**src/rtl/seg_scan_ctrl_pkg.sv**
```systemverilog
// Shared constants, state type and small helpers
// for the four-digit seven-segment scan controller.
package seg_scan_ctrl_pkg;

  localparam int NUM_DIGITS = 4;
  localparam logic [6:0] SEG_OFF = 7'b1111111;
  localparam logic [3:0] AN_OFF = 4'b1111;

  typedef enum logic {
    DEAD,
    DRIVE
  } scan_state_t;

  // Nibble of a packed 16-bit value for digit k.
  function automatic logic [3:0] nibble_of(
    input logic [15:0] v,
    input logic [1:0]  k
  );
    logic [3:0] n;
    n = v[3:0];
    unique case (k)
      2'd0: n = v[3:0];
      2'd1: n = v[7:4];
      2'd2: n = v[11:8];
      2'd3: n = v[15:12];
    endcase
    return n;
  endfunction

  // Active-low anode pattern enabling only digit k.
  function automatic logic [3:0] anode_sel(
    input logic [1:0] k
  );
    logic [3:0] a;
    a = AN_OFF;
    a[k] = 1'b0;
    return a;
  endfunction

  // A digit is blank when it and every more
  // significant digit are zero and its dp is off.
  // Digit 0 always shows.
  function automatic logic blank_digit(
    input logic [15:0] v,
    input logic [3:0]  d,
    input logic [1:0]  k
  );
    logic b;
    b = 1'b0;
    unique case (k)
      2'd0: b = 1'b0;
      2'd1: b = (v[15:4] == 12'h000) && !d[1];
      2'd2: b = (v[15:8] == 8'h00) && !d[2];
      2'd3: b = (v[15:12] == 4'h0) && !d[3];
    endcase
    return b;
  endfunction

endpackage

```
**src/rtl/seg_scan_ctrl_hex_to_bcd.sv**
```systemverilog
// Hex nibble to active-low seven-segment glyph.
// Output bit 6 is segment a, bit 0 is segment g.
module hex_to_bcd (
  input  logic [3:0] hex,
  output logic [6:0] seg
);

  // Glyph lookup, segments a..g from MSB to LSB
  always_comb begin
    seg = 7'b1111111;
    unique case (hex)
      4'h0: seg = 7'b0000001;
      4'h1: seg = 7'b1001111;
      4'h2: seg = 7'b0010010;
      4'h3: seg = 7'b0000110;
      4'h4: seg = 7'b1001100;
      4'h5: seg = 7'b0100100;
      4'h6: seg = 7'b0100000;
      4'h7: seg = 7'b0001111;
      4'h8: seg = 7'b0000000;
      4'h9: seg = 7'b0000100;
      4'hA: seg = 7'b0001000;
      4'hB: seg = 7'b1100000;
      4'hC: seg = 7'b0110001;
      4'hD: seg = 7'b1000010;
      4'hE: seg = 7'b0110000;
      4'hF: seg = 7'b0111000;
    endcase
  end

endmodule

```
**src/rtl/seg_scan_ctrl.sv**
```systemverilog
// Multiplexed 4-digit seven-segment scanner with a
// double-buffered value register committed only at
// frame end. Define SEG_SCAN_LEADING_ZERO_BLANK_EN
// to blank leading zero digits.
module seg_scan_ctrl
  import seg_scan_ctrl_pkg::*;
#(
  parameter int REFRESH_DIV = 100000,
  parameter int DEAD_CYC    = 4
) (
  input  logic        clk,
  input  logic        reset,
  input  logic        load,
  input  logic [15:0] value_in,
  input  logic [3:0]  dp_in,
  output logic        ready,
  output logic [3:0]  an,
  output logic [6:0]  seg,
  output logic        dp,
  output logic        frame_tick
);

  localparam int CW =
    (REFRESH_DIV > 1) ? $clog2(REFRESH_DIV) : 1;
  localparam logic [CW-1:0] LAST =
    CW'(REFRESH_DIV - 1);
  localparam logic [CW-1:0] DEAD_END =
    CW'(DEAD_CYC);

  scan_state_t   state_q;
  scan_state_t   state_d;
  logic [CW-1:0] cnt_q;
  logic [CW-1:0] cnt_d;
  logic [1:0]    idx_q;
  logic [1:0]    idx_d;
  logic [15:0]   disp_q;
  logic [15:0]   disp_d;
  logic [3:0]    ddp_q;
  logic [3:0]    ddp_d;
  logic [15:0]   pend_q;
  logic [3:0]    pdp_q;
  logic          pv_q;
  logic          wrap;
  logic          frame_end;
  logic          commit;
  logic          blank;
  logic [3:0]    nib;
  logic [6:0]    glyph;
  logic [3:0]    an_d;
  logic [6:0]    seg_d;
  logic          dp_d;
  logic          ft_d;
  logic [3:0]    an_q;
  logic [6:0]    seg_q;
  logic          dp_q;
  logic          ft_q;

  assign wrap      = (cnt_q == LAST);
  assign frame_end = wrap && (idx_q == 2'd3);
  assign commit    = frame_end && pv_q;

  // Next slot position and the value shown from
  // the next cycle on (display only moves at frame end)
  always_comb begin
    cnt_d  = cnt_q + 1'b1;
    idx_d  = idx_q;
    disp_d = disp_q;
    ddp_d  = ddp_q;
    if (wrap) begin
      cnt_d = '0;
      idx_d = idx_q + 2'd1;
    end
    if (commit) begin
      disp_d = pend_q;
      ddp_d  = pdp_q;
    end
  end

  assign nib = nibble_of(disp_d, idx_d);

  hex_to_bcd u_glyph (
    .hex (nib),
    .seg (glyph)
  );

`ifdef SEG_SCAN_LEADING_ZERO_BLANK_EN
  assign blank = blank_digit(disp_d, ddp_d, idx_d);
`else
  assign blank = 1'b0;
`endif

  // Next FSM state and the registered output values
  // for the count being entered on this edge
  always_comb begin
    state_d = state_q;
    an_d    = AN_OFF;
    seg_d   = SEG_OFF;
    dp_d    = 1'b1;
    ft_d    = (cnt_d == LAST) && (idx_d == 2'd3);
    unique case (state_q)
      DEAD: begin
        if (cnt_d == DEAD_END) state_d = DRIVE;
      end
      DRIVE: begin
        if (wrap) state_d = DEAD;
      end
    endcase
    if ((state_d == DRIVE) && !blank) begin
      an_d  = anode_sel(idx_d);
      seg_d = glyph;
      dp_d  = ~ddp_d[idx_d];
    end
  end

  // Scan position, FSM state and output registers
  always_ff @(posedge clk) begin
    if (reset) begin
      state_q <= DEAD;
      cnt_q   <= '0;
      idx_q   <= 2'd0;
      an_q    <= AN_OFF;
      seg_q   <= SEG_OFF;
      dp_q    <= 1'b1;
      ft_q    <= 1'b0;
    end else begin
      state_q <= state_d;
      cnt_q   <= cnt_d;
      idx_q   <= idx_d;
      an_q    <= an_d;
      seg_q   <= seg_d;
      dp_q    <= dp_d;
      ft_q    <= ft_d;
    end
  end

  // Display and pending buffers; a load seen on the
  // frame-end cycle lands in pending for next frame
  always_ff @(posedge clk) begin
    if (reset) begin
      disp_q <= 16'h0000;
      ddp_q  <= 4'h0;
      pend_q <= 16'h0000;
      pdp_q  <= 4'h0;
      pv_q   <= 1'b0;
    end else begin
      disp_q <= disp_d;
      ddp_q  <= ddp_d;
      if (commit) begin
        pv_q <= 1'b0;
      end else if (load && !pv_q) begin
        pend_q <= value_in;
        pdp_q  <= dp_in;
        pv_q   <= 1'b1;
      end
    end
  end

  assign ready      = ~pv_q;
  assign an         = an_q;
  assign seg        = seg_q;
  assign dp         = dp_q;
  assign frame_tick = ft_q;

endmodule

```
**config.mk**
```make
export PLATFORM = sky130hd
export DESIGN_NAME = seg_scan_ctrl
export DESIGN_NICKNAME = d
export VERILOG_FILES = /design/src/rtl/seg_scan_ctrl_pkg.sv /design/src/rtl/seg_scan_ctrl_hex_to_bcd.sv /design/src/rtl/seg_scan_ctrl.sv
export SDC_FILE = /design/constraint.sdc
export NUM_CORES = 1
export LEC_CHECK = 0
export ABC_AREA = 0
export CAP_MARGIN = 20
export CORE_AREA = 10 10 98 100
export CTS_CLUSTER_SIZE = 10
export DETAILED_ROUTE_END_ITERATION = 6
export DIE_AREA = 0 0 108 110
export HOLD_SLACK_MARGIN = 0.02
export PLACE_DENSITY = 0.8
export SLEW_MARGIN = 10
export SYNTH_ARGS = -nofsm -noshare
export SYNTH_HDL_FRONTEND = slang
export SYNTH_SLANG_ARGS = --single-unit
export TNS_END_PERCENT = 10
```
**constraint.sdc**
```tcl
create_clock -name clk -period 7.8 [get_ports clk]
set_clock_uncertainty 0.15 [all_clocks]
set_input_delay 2.34 -clock clk [delete_from_list [all_inputs] [get_ports clk]]
set_output_delay 2.34 -clock clk [all_outputs]
set_load 0.02 [all_outputs]
```
==> results.yml, run 1 <==
status:
  status: "finished clean"
yosys:
  synth_edf_count: 0
  synth_ff_type: "dfxtp_1"
  synth_top_area_share_pct: 39.8
  synth_top_family_by_area: "simple AND/OR/NAND/NOR gates"
  syn_area_per_cell_um2: 8.49
  netlist_area_um2: 3720
  synth-compound-area-share_pct: 11.2
  synth_nets: 469
  ys_ff_latch: 74
  synthTopCellsByArea: "dfxtp_1 (40%), nand2_1 (9.3%), a21oi_1 (5.1%)"
  synthMuxAreaShare_pct: 10.5
  synthArstFlopShare_pct: 0
  synth.distinct_cells: 54
  netlist_instances: 438
  synth_fa_ha_area_share_pct: 2.69
  yosysSeqAreaShare_pct: 39.8
  synth_most_common_cell: "nand2_1"
  synth_xor_xnor_area_share_pct: 5.68
  synth_commonest_cells: "nand2_1 (92), dfxtp_1 (74), nor2_1 (39)"
  synthSimpleGateAreaFrac_pct: 24.3
  yosysWarningCount: 0
  yosys.area.top_type: "dfxtp_1"
die:
  die_area_um2: 11900
  die_width_um: 108
  chipHeight_um: 110
  initial_core_util_pct: 48.6
  core_um2: 7650
  ios: 37
  rows: 32
finish:
  nets: 487
  diodes: 0
  drive_gt1_share_pct: 8.89
  post-route-util_pct: 55.8
  final_cell_area_um2: 4270
  syn_to_final_growth_pct: 14.8
cts:
  postCtsSetupBuffers: 0
  cts.sinks: 74
  cts-buffers-inserted: 9
  clockBufferDepth: 2
  clk_pin_slew_worst_paths_ps: 70
  cts_resized: 0
  cts_hold_buffers: 0
  root_buffer: "clkbuf_8"
  insertion_delay_ps: 350
  htree_levels: 3
  tritoncts: "built"
job:
  cap_viol_max_count: 0
grt:
  antenna_found_initial: 0
  grt_pass1_vias: 3155
  grt_first_pass_wirelength_um: 14500
  grt-ovfl-total: 0
  grt_max_degree: 54
  grt.total_usage_pct: 14.9
route:
  via_per_inst: 5.56
  ant_nets: 0
  dr.pass1.iters: 5
  wire_per_inst_um: 15.1
  route.detailed.drc: 0
  num_vias: 3131
  wirelength_um: 8490
  drtIter0Drc: 205
place:
  portBuffers: 36
  placed_area_um2: 4060
  place.detailed.hpwl_um: 6010
  gp_congestion: 0.905
worst_setup_path:
  crit_buf_inv: 2
  critPathTopFamily: "buffers and inverters"
  cp-end-kind: "flip-flop"
  worstSetupPathType: "in2reg"
  worst_path_max_delay_cell: "clkdlybuf4s50_1"
  path_cells: "clkdlybuf4s50_1 -> buf_4 -> nand2b_1 -> nor2_1 -> a21o_1 -> o311ai_1"
  worstSetupStartpoint: "reset"
  reg2reg_from: "cnt_q[0]"
  arrival_ps: 4200
  cpPeakStageDelay_ps: 450
  worstPathRequired_ps: 7900
  crit_fanout: 53
  critPathLaunchType: "input pin"
sta:
  period_share_pct: 52.6
  tightest_slew_ps: 917
  hold_viol_final: 0
  rsz0062_at_grt: "no"
  tns_ps: 0
  max_freq_mhz: 244
  hold_ws_ps: 316
  relSlewSlack_pct: 38.7
  drv_slew: 0
  min_period_ps: 4110
  setup_viol: 0
power:
  powerDensity_nw_per_um2: 175
  ir_drop_uv: 124
  p_int_w: 0.000575
  pwr-share-clk_pct: 41.2
  leakage_nw: 1.56
  power.share.switching_pct: 22.9
  seq_power_share_pct: 53.0
  p_comb_share_pct: 5.8
  power.switching_w: 0.000171
  total_power_w: 0.000745
min_path:
  holdCritStartpoint: "disp_q[12]"
  hold_class: "reg2reg"
-- layer usage --
layer	global-route usage [%]	vias to the layer above	part of all wire, %	wire (um)
li1	-	1543	-	-
met1	16.5	1461	41	3480
met2	26.4	110	51	4320
met3	3.37	17	5.5	465
met4	7.44	0	2.6	221
met5	0	-	0	0
-- area by class of cell --
class,count,area [um^2]
Inverter,11,41.3
Clock inverter,5,60.1
Fill cell,650,3380
Timing Repair Buffer,39,387
Clock buffer,11,151
Sequential cell,74,1480
Tap cell,102,128
Multi-Input combinational cell,321,2020
-- registers in the layout, summed over array words and instances, names as in the netlist, 2 cells and up --
signal,count
cnt_q,17
pend_q,16
pdp_q,4
seg,7
an,4
idx_q,2
disp_q,16
ddp_q,4
-- cell families after synthesis --
kind of cell | after synthesis
AO/OA/AOI/OAI | 66
adder cells (fa/ha/maj) | 8
AND/OR/NAND/NOR | 194
buffers and inverters | 43
flip-flops | 74
multiplexers | 31
XOR/XNOR | 22
-- power groups by stage --
stage | sequential (W) | clock [W] | combinational, W
2_1_floorplan | 0.000402 | 0 | 0.0000236
5_1_grt | 0.000396 | 0.000329 | 0.0000485
6_report | 0.000395 | 0.000307 | 0.0000434
3_3_place_gp | 0.000403 | 0 | 0.0000416
3_5_place_dp | 0.000403 | 0 | 0.0000434
4_1_cts | 0.000394 | 0.000313 | 0.0000437
-- worst register-to-register path: stages (launching register included) --
cell and delay (ps):
dfxtp_1 450, ha_1 280, and4_1 370, nand4_2 470
nor2_1 780, buf_4 320, a31oi_1 110, a21o_1 290
inv_1 140, ha_1 200, inv_1 60, nor2_1 140
a21oi_1 60, o221ai_1 160
-- stage by stage --
step / worst slack [ps] / std cells
after global placement: 3420 / 546
after detailed placement: 3370 / 547
after global routing: 3500 / 563
after CTS: 3720 / 563
after floorplan: 4180 / 438
final: 3690 / 563
-- path summary, 6_finish.rpt --
path | to | cells past startpoint | slack [ps]
min reg2reg | disp_q[12] | 2 | 320
max | seg[4] | 6 | 3690
max reg2reg | seg[1] | 13 | 3740
min | disp_q[12] | 2 | 320
-- layout by cell type, fill, tap and decap left out, types with 2 or more instances in the layout --
| master | instances |
|---|---|
| a211oi_1 | 5 |
| a21o_1 | 2 |
| a21oi_1 | 38 |
| a311o_1 | 2 |
| a31oi_1 | 2 |
| and3_1 | 5 |
| buf_4 | 2 |
| clkbuf_8 | 11 |
| clkdlybuf4s50_1 | 36 |
| dfxtp_1 | 74 |
| ha_1 | 8 |
| inv_1 | 10 |
| mux2_2 | 7 |
| mux2i_1 | 17 |
| mux4_2 | 4 |
| nand2_1 | 92 |
| nand3_1 | 19 |
| nand4_1 | 9 |
| nand4_2 | 2 |
| nand4b_1 | 3 |
| nor2_1 | 39 |
| nor2b_1 | 2 |
| nor3_1 | 10 |
| nor4_1 | 2 |
| o211a_1 | 2 |
| o211ai_1 | 2 |
| o21ai_0 | 3 |
| o21ai_1 | 2 |
| o221ai_1 | 2 |
| or3_1 | 4 |
| xnor2_1 | 15 |
| xor2_1 | 6 |
Power figures use the tool's default switching activity.
==> run 2: changes to the inputs <==
PLACE_DENSITY = 0.82   (was 0.8)
clock period = 3.7 ns   (was 7.8 ns; I/O delays follow)
==> results.yml, run 2 (synthesis gave the netlist of run 1 again) <==
grt:
  antenna_found_initial: 0
  grt_first_pass_wirelength_um: 14000
  grt.total_usage_pct: 14.4
  grt_max_degree: 48
  grt-ovfl-total: 0
  grt_pass1_vias: 3091
place:
  gp_congestion: 0.900
  placed_area_um2: 4100
  place.detailed.hpwl_um: 6050
  portBuffers: 36
  pre_cts_ws_ps: 327
cts:
  cts_hold_buffers: 0
  cts-buffers-inserted: 9
  cts.sinks: 74
  root_buffer: "clkbuf_8"
  clockBufferDepth: 2
  htree_levels: 3
  tritoncts: "built"
  clk_pin_slew_worst_paths_ps: 80
  insertion_delay_ps: 350
finish:
  layout_common_cells: "nand2_1 (92), dfxtp_1 (74), nor2_1 (39)"
  post-route-util_pct: 56.3
  drive_gt1_share_pct: 10.1
  final_common_cell: "nand2_1"
  diodes: 0
  largest-register: "cnt_q"
  final_cell_area_um2: 4310
  reg_top3: "cnt_q (17), disp_q (16), pend_q (16)"
  largest_reg_flops: 17
  nets: 493
  syn_to_final_growth_pct: 15.8
route:
  via_per_inst: 5.41
  wirelength_um: 8100
  drtIter0Drc: 197
  num_vias: 3080
  wl_met1_um: 3370
  wl_met3_um: 414
  ant_nets: 0
  routed.top_layer: "met4"
  met2_length_um: 4170
  route.detailed.drc: 0
  dr.pass1.iters: 4
  wire_per_inst_um: 14.2
worst_setup_path:
  crit_fanout: 12
  rrSetupSlack_ps: 430
  arrival_ps: 3340
  reg2reg_from: "cnt_q[0]"
  worstSetupPathType: "reg2reg"
  worstReg2RegEnd: "seg[6]"
  rr_worst_depth: 11
  critPathLaunchType: "flip-flop"
  worstPathRequired_ps: 3770
  cp-end-kind: "flip-flop"
power:
  ir_drop_uv: 282
  leakage_nw: 1.59
  pwr-share-clk_pct: 40.7
  power.share.switching_pct: 24.4
  p_comb_share_pct: 6.0
  p_int_w: 0.00118
  power.switching_w: 0.000381
  powerDensity_nw_per_um2: 362
  seq_power_share_pct: 53.3
min_path:
  holdPathStages: 2
  hold_end: "pdp_q[3]"
  holdCritStartpoint: "pdp_q[3]"
  hold_class: "reg2reg"
die:
  rows: 32
  die_width_um: 108
  ios: 37
  chipHeight_um: 110
  initial_core_util_pct: 48.6
  die_area_um2: 11900
  core_um2: 7650
sta:
  rsz0062_at_grt: "no"
  relSlewSlack_pct: 60.2
  tightest_slew_ps: 596
  min_period_ps: 3270
  hold_viol_final: 0
  period_share_pct: 88.5
  max_freq_mhz: 306
  setup_viol: 0
  tns_ps: 0
  drv_slew: 0
  layout_setup_ws_ps: 427
status:
  status: "finished clean"
job:
  cap_viol_max_count: 0
## run 2: metrics by stage
stage / hold slack (ps) / total power [W] / cells
4_1_cts: 315 / 0.00157 / 569
3_3_place_gp: 297 / 0.000940 / 553
2_1_floorplan: 286 / 0.000897 / 438
3_5_place_dp: 304 / 0.000944 / 553
6_report: 315 / 0.00156 / 569
5_1_grt: 347 / 0.00162 / 569
## run 2: power groups by stage
stage / Sequential [W] / Clock [W] / Combinational, W
detailed placement: 0.000850 / 0 / 0.0000945
finish: 0.000831 / 0.000634 / 0.0000936
global route: 0.000834 / 0.000681 / 0.000106
CTS: 0.000831 / 0.000648 / 0.0000948
global placement: 0.000848 / 0 / 0.0000918
floorplan: 0.000847 / 0 / 0.0000498
## run 2: critical path: stages (launching register included)
cell	delay (ps)
dfxtp_1	420
ha_1	270
and4_1	380
nand4_4	290
mux2i_4	320
a311oi_1	250
a21o_1	220
inv_1	110
ha_1	200
or3_1	360
o221ai_1	80
nand2_1	70
## run 2: repair_timing
item / 4_1_cts / 5_1_grt
endpoints found under the setup margin: 0 / 1
buffers inserted: 0 / 0
gates resized for setup: 0 / 1
## run 2: area by class of cell
type                            instances  area, um^2
Multi-Input combinational cell        321        2030
Inverter                               11        41.3
Tap cell                              102         128
Fill cell                             693        3340
Timing Repair Buffer                   45         428
Clock buffer                            9         124
Clock inverter                          7        73.8
Sequential cell                        74        1480
## run 2: worst max-delay path by stage
stage / startpoint / to / slack, ps / cells after the start
CTS: cnt_q[0] / seg[6] / 300 / 11
global route: cnt_q[0] / seg[6] / 180 / 11
finish: cnt_q[0] / seg[6] / 430 / 11
global placement: cnt_q[0] / seg[6] / 470 / 11
floorplan: cnt_q[0] / seg[6] / 740 / 15
detailed placement: cnt_q[0] / seg[6] / 330 / 11
## run 2: layer usage
layer,up-vias,GRT usage (%)
met2,77,26.0
li1,1552,-
met1,1438,15.7
met4,0,5.25
met3,13,4.18
met5,-,0
==> run 3: changes to the inputs <==
ABC_AREA = 1   (was 0)
CORE_AREA = 10 10 100 102   (was 10 10 98 100)
DIE_AREA = 0 0 110 112   (was 0 0 108 110)
==> results.yml, run 3 <==
die:
  chipHeight_um: 112
  core_um2: 8050
  rows: 33
  die_width_um: 110
  die_area_um2: 12300
  initial_core_util_pct: 48.3
  ios: 37
yosys:
  synth_nets: 583
  yosys.area.top_type: "dfxtp_1"
  synth_fa_ha_area_share_pct: 2.57
  netlist_instances: 552
  synth_ff_type: "dfxtp_1"
  synthArstFlopShare_pct: 0
  yosysWarningCount: 0
  synth_top_area_share_pct: 38.1
  synth_top_family_by_area: "simple AND/OR/NAND/NOR gates"
  synth_xor_xnor_area_share_pct: 0.675
  synthSimpleGateAreaFrac_pct: 44.2
  netlist_area_um2: 3890
  synth.distinct_cells: 36
  ys_ff_latch: 74
  synth_most_common_cell: "nand2_1"
  synth_edf_count: 0
  synthMuxAreaShare_pct: 0.514
  yosysSeqAreaShare_pct: 38.1
  synth_commonest_cells: "nand2_1 (120), nor2_1 (105), dfxtp_1 (74)"
  synthTopCellsByArea: "dfxtp_1 (38%), nand2_1 (12%), nor2_1 (10%)"
  synth-compound-area-share_pct: 6.95
  syn_area_per_cell_um2: 7.05
cts:
  insertion_delay_ps: 360
  root_buffer: "clkbuf_8"
  cts-buffers-inserted: 9
  clockBufferDepth: 2
  tritoncts: "built"
  htree_levels: 3
  postCtsSetupBuffers: 0
  cts.sinks: 74
  cts_hold_buffers: 0
  cts_resized: 0
  clk_pin_slew_worst_paths_ps: 90
route:
  dr.pass1.iters: 5
  num_vias: 3601
  drtIter0Drc: 248
  route.detailed.drc: 0
  via_per_inst: 5.14
  wire_per_inst_um: 13.4
  ant_nets: 0
  wirelength_um: 9360
worst_setup_path:
  worstReg2RegEnd: "seg[1]"
  crit_path_end: "seg[1]"
  crit_fanout: 13
  critPathLaunchType: "flip-flop"
  cp-end-kind: "flip-flop"
  rrSetupSlack_ps: 680
  rr_worst_depth: 16
  arrival_ps: 3120
  reg2reg_from: "cnt_q[0]"
  worstSetupPathType: "reg2reg"
  worstSetupStartpoint: "cnt_q[0]"
  worstPathRequired_ps: 3800
grt:
  grt-ovfl-total: 0
  grt_first_pass_wirelength_um: 15700
  antenna_found_initial: 0
  grt_pass1_vias: 3506
  grt_max_degree: 27
  grt.total_usage_pct: 15.4
place:
  place.detailed.hpwl_um: 7250
  placed_area_um2: 4350
  portBuffers: 36
  pre_cts_ws_ps: 740
  gp_congestion: 0.896
sta:
  relSlewSlack_pct: 64.9
  period_share_pct: 81.5
  tns_ps: 0
  tightest_slew_ps: 526
  hold_viol_final: 0
  layout_setup_ws_ps: 684
  rsz0062_at_grt: "no"
  min_period_ps: 3020
  setup_viol: 0
  drv_slew: 0
  max_freq_mhz: 332
power:
  leakage_nw: 1.95
  ir_drop_uv: 318
  powerDensity_nw_per_um2: 352
min_path:
  hold_class: "reg2reg"
job:
  cap_viol_max_count: 0
finish:
  final_cell_area_um2: 4550
  layout_common_cells: "nand2_1 (120), nor2_1 (105), dfxtp_1 (74)"
  reg_top3: "cnt_q (17), disp_q (16), pend_q (16)"
  final_common_cell: "nand2_1"
  post-route-util_pct: 56.6
  drive_gt1_share_pct: 12.4
  nets: 621
  syn_to_final_growth_pct: 17.0
  diodes: 0
  largest_reg_flops: 17
  largest-register: "cnt_q"
status:
  status: "finished clean"
==> run 3: changes by cell type in the layout (fill, tap and decap cells not counted), sizes merged, moves of 5 or more <==
cell / delta
inv: +47
nor2: +84
and3: -5
mux2: -8
o21ai: +29
nand4: +8
xnor2: -16
a21oi: -25
buf: -6
mux2i: -17
nand2: +47
nand3: +30
==> run 3: critical path, stage by stage (launching register included) <==
cell and delay (ps):
dfxtp_1 390, ha_1 250, nand2_2 120, nor2_8 180, nand3_4 120, nor2_8 140
nand3_2 280, or2_0 310, o21ai_1 100, nor2_1 90, nor2_4 180, inv_1 100
ha_1 220, nand3_2 100, o21ai_1 70, nand2_1 60, nand2_1 60
==> run 3: per-stage QoR <==
stage / instances / hold WS (ps) / power (W)
2_1_floorplan: 552 / 275 / 0.000908
3_3_place_gp: 684 / 294 / 0.000954
3_5_place_dp: 684 / 303 / 0.000957
4_1_cts: 700 / 314 / 0.00161
5_1_grt: 700 / 342 / 0.00166
6_report: 700 / 311 / 0.00160
==> run 3: area by class of cell <==
type / instances / area (um^2)
clock inverters: 7 / 83.8
repair buffers: 39 / 383
clock buffers: 9 / 124
multi-input cells: 409 / 2140
fillers: 762 / 3500
flip-flops and latches: 74 / 1480
well taps: 105 / 131
inverters: 57 / 214
==> run 3: where the power goes <==
group	switching [W]	internal, W	total (W)
Clock	0.000342	0.000324	0.000667
Sequential	0.0000127	0.000821	0.000833
Combinational	0.0000567	0.0000477	0.000104
==> run 3: layer usage <==
layer	up-vias	routed length, um	track usage [%]
li1	1852	-	-
met1	1595	4210	19.4
met2	140	4260	24.6
met3	14	716	3.34
met4	0	174	6.16
met5	-	0	0
==> run 3: worst min-delay path by stage <==
stage	startpoint	slack (ps)	end	cells after the start
2_1_floorplan	pdp_q[0]	270	pdp_q[0]	2
3_3_place_gp	pdp_q[0]	290	pdp_q[0]	2
3_5_place_dp	pdp_q[0]	300	pdp_q[0]	2
4_1_cts	pdp_q[0]	310	pdp_q[0]	2
5_1_grt	pdp_q[0]	340	pdp_q[0]	2
6_report	pdp_q[0]	310	pdp_q[0]	2
==> run 3: cell families (layout without fill, tap and decap cells) <==
family	after synthesis	in the layout
buffers and inverters	69	112
adder cells (fa/ha/maj)	8	8
AND/OR/NAND/NOR	345	345
multiplexers	2	2
AO/OA/AOI/OAI	51	51
flip-flops	74	74
XOR/XNOR	3	3
==> RTL change (settings of run 2) <==
Make the reset (`reset`) asynchronous in 2 clocked blocks.
--- a/src/rtl/seg_scan_ctrl.sv
+++ b/src/rtl/seg_scan_ctrl.sv
@@ -113,7 +113,7 @@
   end
 
   // Scan position, FSM state and output registers
-  always_ff @(posedge clk) begin
+  always_ff @(posedge clk or posedge reset) begin
     if (reset) begin
       state_q <= DEAD;
       cnt_q   <= '0;
@@ -135,7 +135,7 @@
 
   // Display and pending buffers; a load seen on the
   // frame-end cycle lands in pending for next frame
-  always_ff @(posedge clk) begin
+  always_ff @(posedge clk or posedge reset) begin
     if (reset) begin
       disp_q <= 16'h0000;
       ddp_q  <= 4'h0;
Behaviour: differs if reset is asserted again (counterexample within 4 cycles, from zero or initial values and one cycle with reset high); with reset held inactive, the same outputs for 10 cycles.
==> RTL change against run 2 <==
  * Cell area increased by 4.6%
  * Critical path depth increased by 3
  * Total power decreased by 5.5%
  * Area after synthesis increased by 3.3%
  * Global-route usage increased by 0.15 points
  * Wire length about the same
  * Sequential cell count unchanged
  * Setup slack got worse by 180 ps
  * Largest cell class is now flip-flops and latches
==> RTL change: results (changes against run 2) <==
outcome=completed; clk slew on worst S/H paths=80 ps (about the same); post-detail-place hpwl=5.96 mm (-1.6%); Multi-input gate area=1860 um^2 (-8.5%); synth top area cells=dfrtp_1 40%, mux2_2 11%, dfstp_2 8.2%, mux4_2 4.1%, ha_1 2.6%; Hold Path End=ddp_q[0]; Hold Crit Depth=1 (-1); Slew @ Worst Pin=457 ps (-139 ps); largest net degree at the start of global routing=75 (+56%); syn_nets=359 (-23%); Async SR Flop Fraction=1.00 (+1.00); sequential share of the synthesized area=0.486 (+0.0874); Mean Syn Cell Area=11.7 um^2 (+38%); Hold Crit Start=ddp_q[0]; placed cell areas=4330 um^2 (+5.6%); compound-cell area share of the yosys netlist=0.0771 (-0.0349); share of layout cells above drive strength 1=0.272 (+0.171); Crit Path Max Fanout=11 (-1); worst reg2reg path startpoint=cnt_q[8]; final-layout non-clock buffer area share=0.0977 (-0.00164); Fin Hold WS=356 ps (+40.9 ps); Post-synth top cells=62 x dfrtp_1, 39 x mux2_2, 23 x nor2_1, 21 x nand2_1; first-pass GRT wire length=13.9 mm (-0.94%); Synth Area in XOR/XNOR=0.0339 (-0.0230); Multi-In Gates=228 (-29%); HP Class=register to register; antenna diode count=0 (unchanged); final wirelength=8.10 mm (about the same); dpl cells=461 (-17%); multi-input gate share of the layout cell area=0.412 (-0.0593); biggest regs=cnt_q (17), disp_q (16), pend_q (16); CP max stage delay=460 ps (+40 ps); GPL Wtd Cong=0.902 (+0.28%); inverter count=12 (+1); met1 track demand over resource=0.177 (+0.0197); Filler cells=629 (-9.2%); mux share of post-synthesis cell area=0.186 (+0.0806); GRT Total Usage=0.146 (+0.00146); Leakage=1.99 nW (+25%); vias post-DR=2768 (-10%); Slowest cell on crit path=dfrtp_1; worst slack, placed=119 ps (-208 ps); H-Tree Depth=3 (unchanged); Via density=5.80 (+7.2%); R2R cell count=14 (+3); Post-Synth Adder-Cell Area=0.0260 (-0.000867); reg2reg end=seg[6]; first-iteration detailed-routing DRC count=233 (+18%); R2R setup slack=240 ps (-180 ps); Distinct cells, synth=54 (unchanged); Clock-cell share=0.0375 (-0.00842); combined flip-flop and latch cell area=1870 um^2 (+26%); Clock buffer cells=10 (+1); Peak VDD IR=236 uV (-16%); grt met2 use=0.235 (-0.0250); CP Data Arrival Time=3570 ps (+230 ps); Final #Nets=401 (-19%); met3 Use GR=0.0488 (+0.00696)
## RTL change: cell types whose count changed after synthesis, moves of 9 or more
cell      before  now
a21oi_1       38    9
clkbuf_1      12    2
dfrtp_1        0   62
dfstp_2        0   12
dfxtp_1       74    0
mux2_2         7   39
mux2i_1       17    6
nand2_1       92   21
nor2_1        39   23
xnor2_1       15    6
## RTL change: worst reg2reg max path: stages, from the launching register on
cell and delay, ps:
dfrtp_1 460, nor3b_2 280, nand4_2 190, buf_4 220, nor2_1 210, xnor2_2 240
inv_2 120, o211ai_1 170, and2_2 270, inv_1 70, ha_1 250, inv_1 130
nor2_1 80, a2111oi_2 380, o41ai_2 130
## RTL change: per-layer routing
layer	part of all wire	wire length, um
met1	0.42	3440
met2	0.50	4040
met3	0.052	421
met4	0.025	205
met5	0	0
## RTL change: kinds of logic (layout without fill, tap and decap cells)
family,Yosys count,in the layout
flops,74,74
mux,55,55
compound gates,41,41
xor+xnor,14,14
buf+inv,26,73
fa+ha+maj,8,8
simple gates,110,110
## RTL change: worst max path at each step
| stage | endpoint | cells after the start | slack, ps | from |
|---|---|---|---|---|
| floorplan | seg[6] | 14 | 290 | cnt_q[12] |
| global placement | seg[6] | 14 | 310 | cnt_q[12] |
| detailed placement | seg[6] | 14 | 120 | cnt_q[8] |
| CTS | seg[6] | 14 | 80 | cnt_q[8] |
| global route | seg[6] | 13 | 20 | cnt_q[8] |
| finish | seg[6] | 14 | 240 | cnt_q[8] |
## RTL change: power by group
part | leakage [nW] | internal, mW | switching, mW
registers | 0.935 | 0.834 | 0.0169
logic | 0.973 | 0.0439 | 0.0237
clock network | 0.0787 | 0.243 | 0.311
total | 1.99 | 1.12 | 0.352
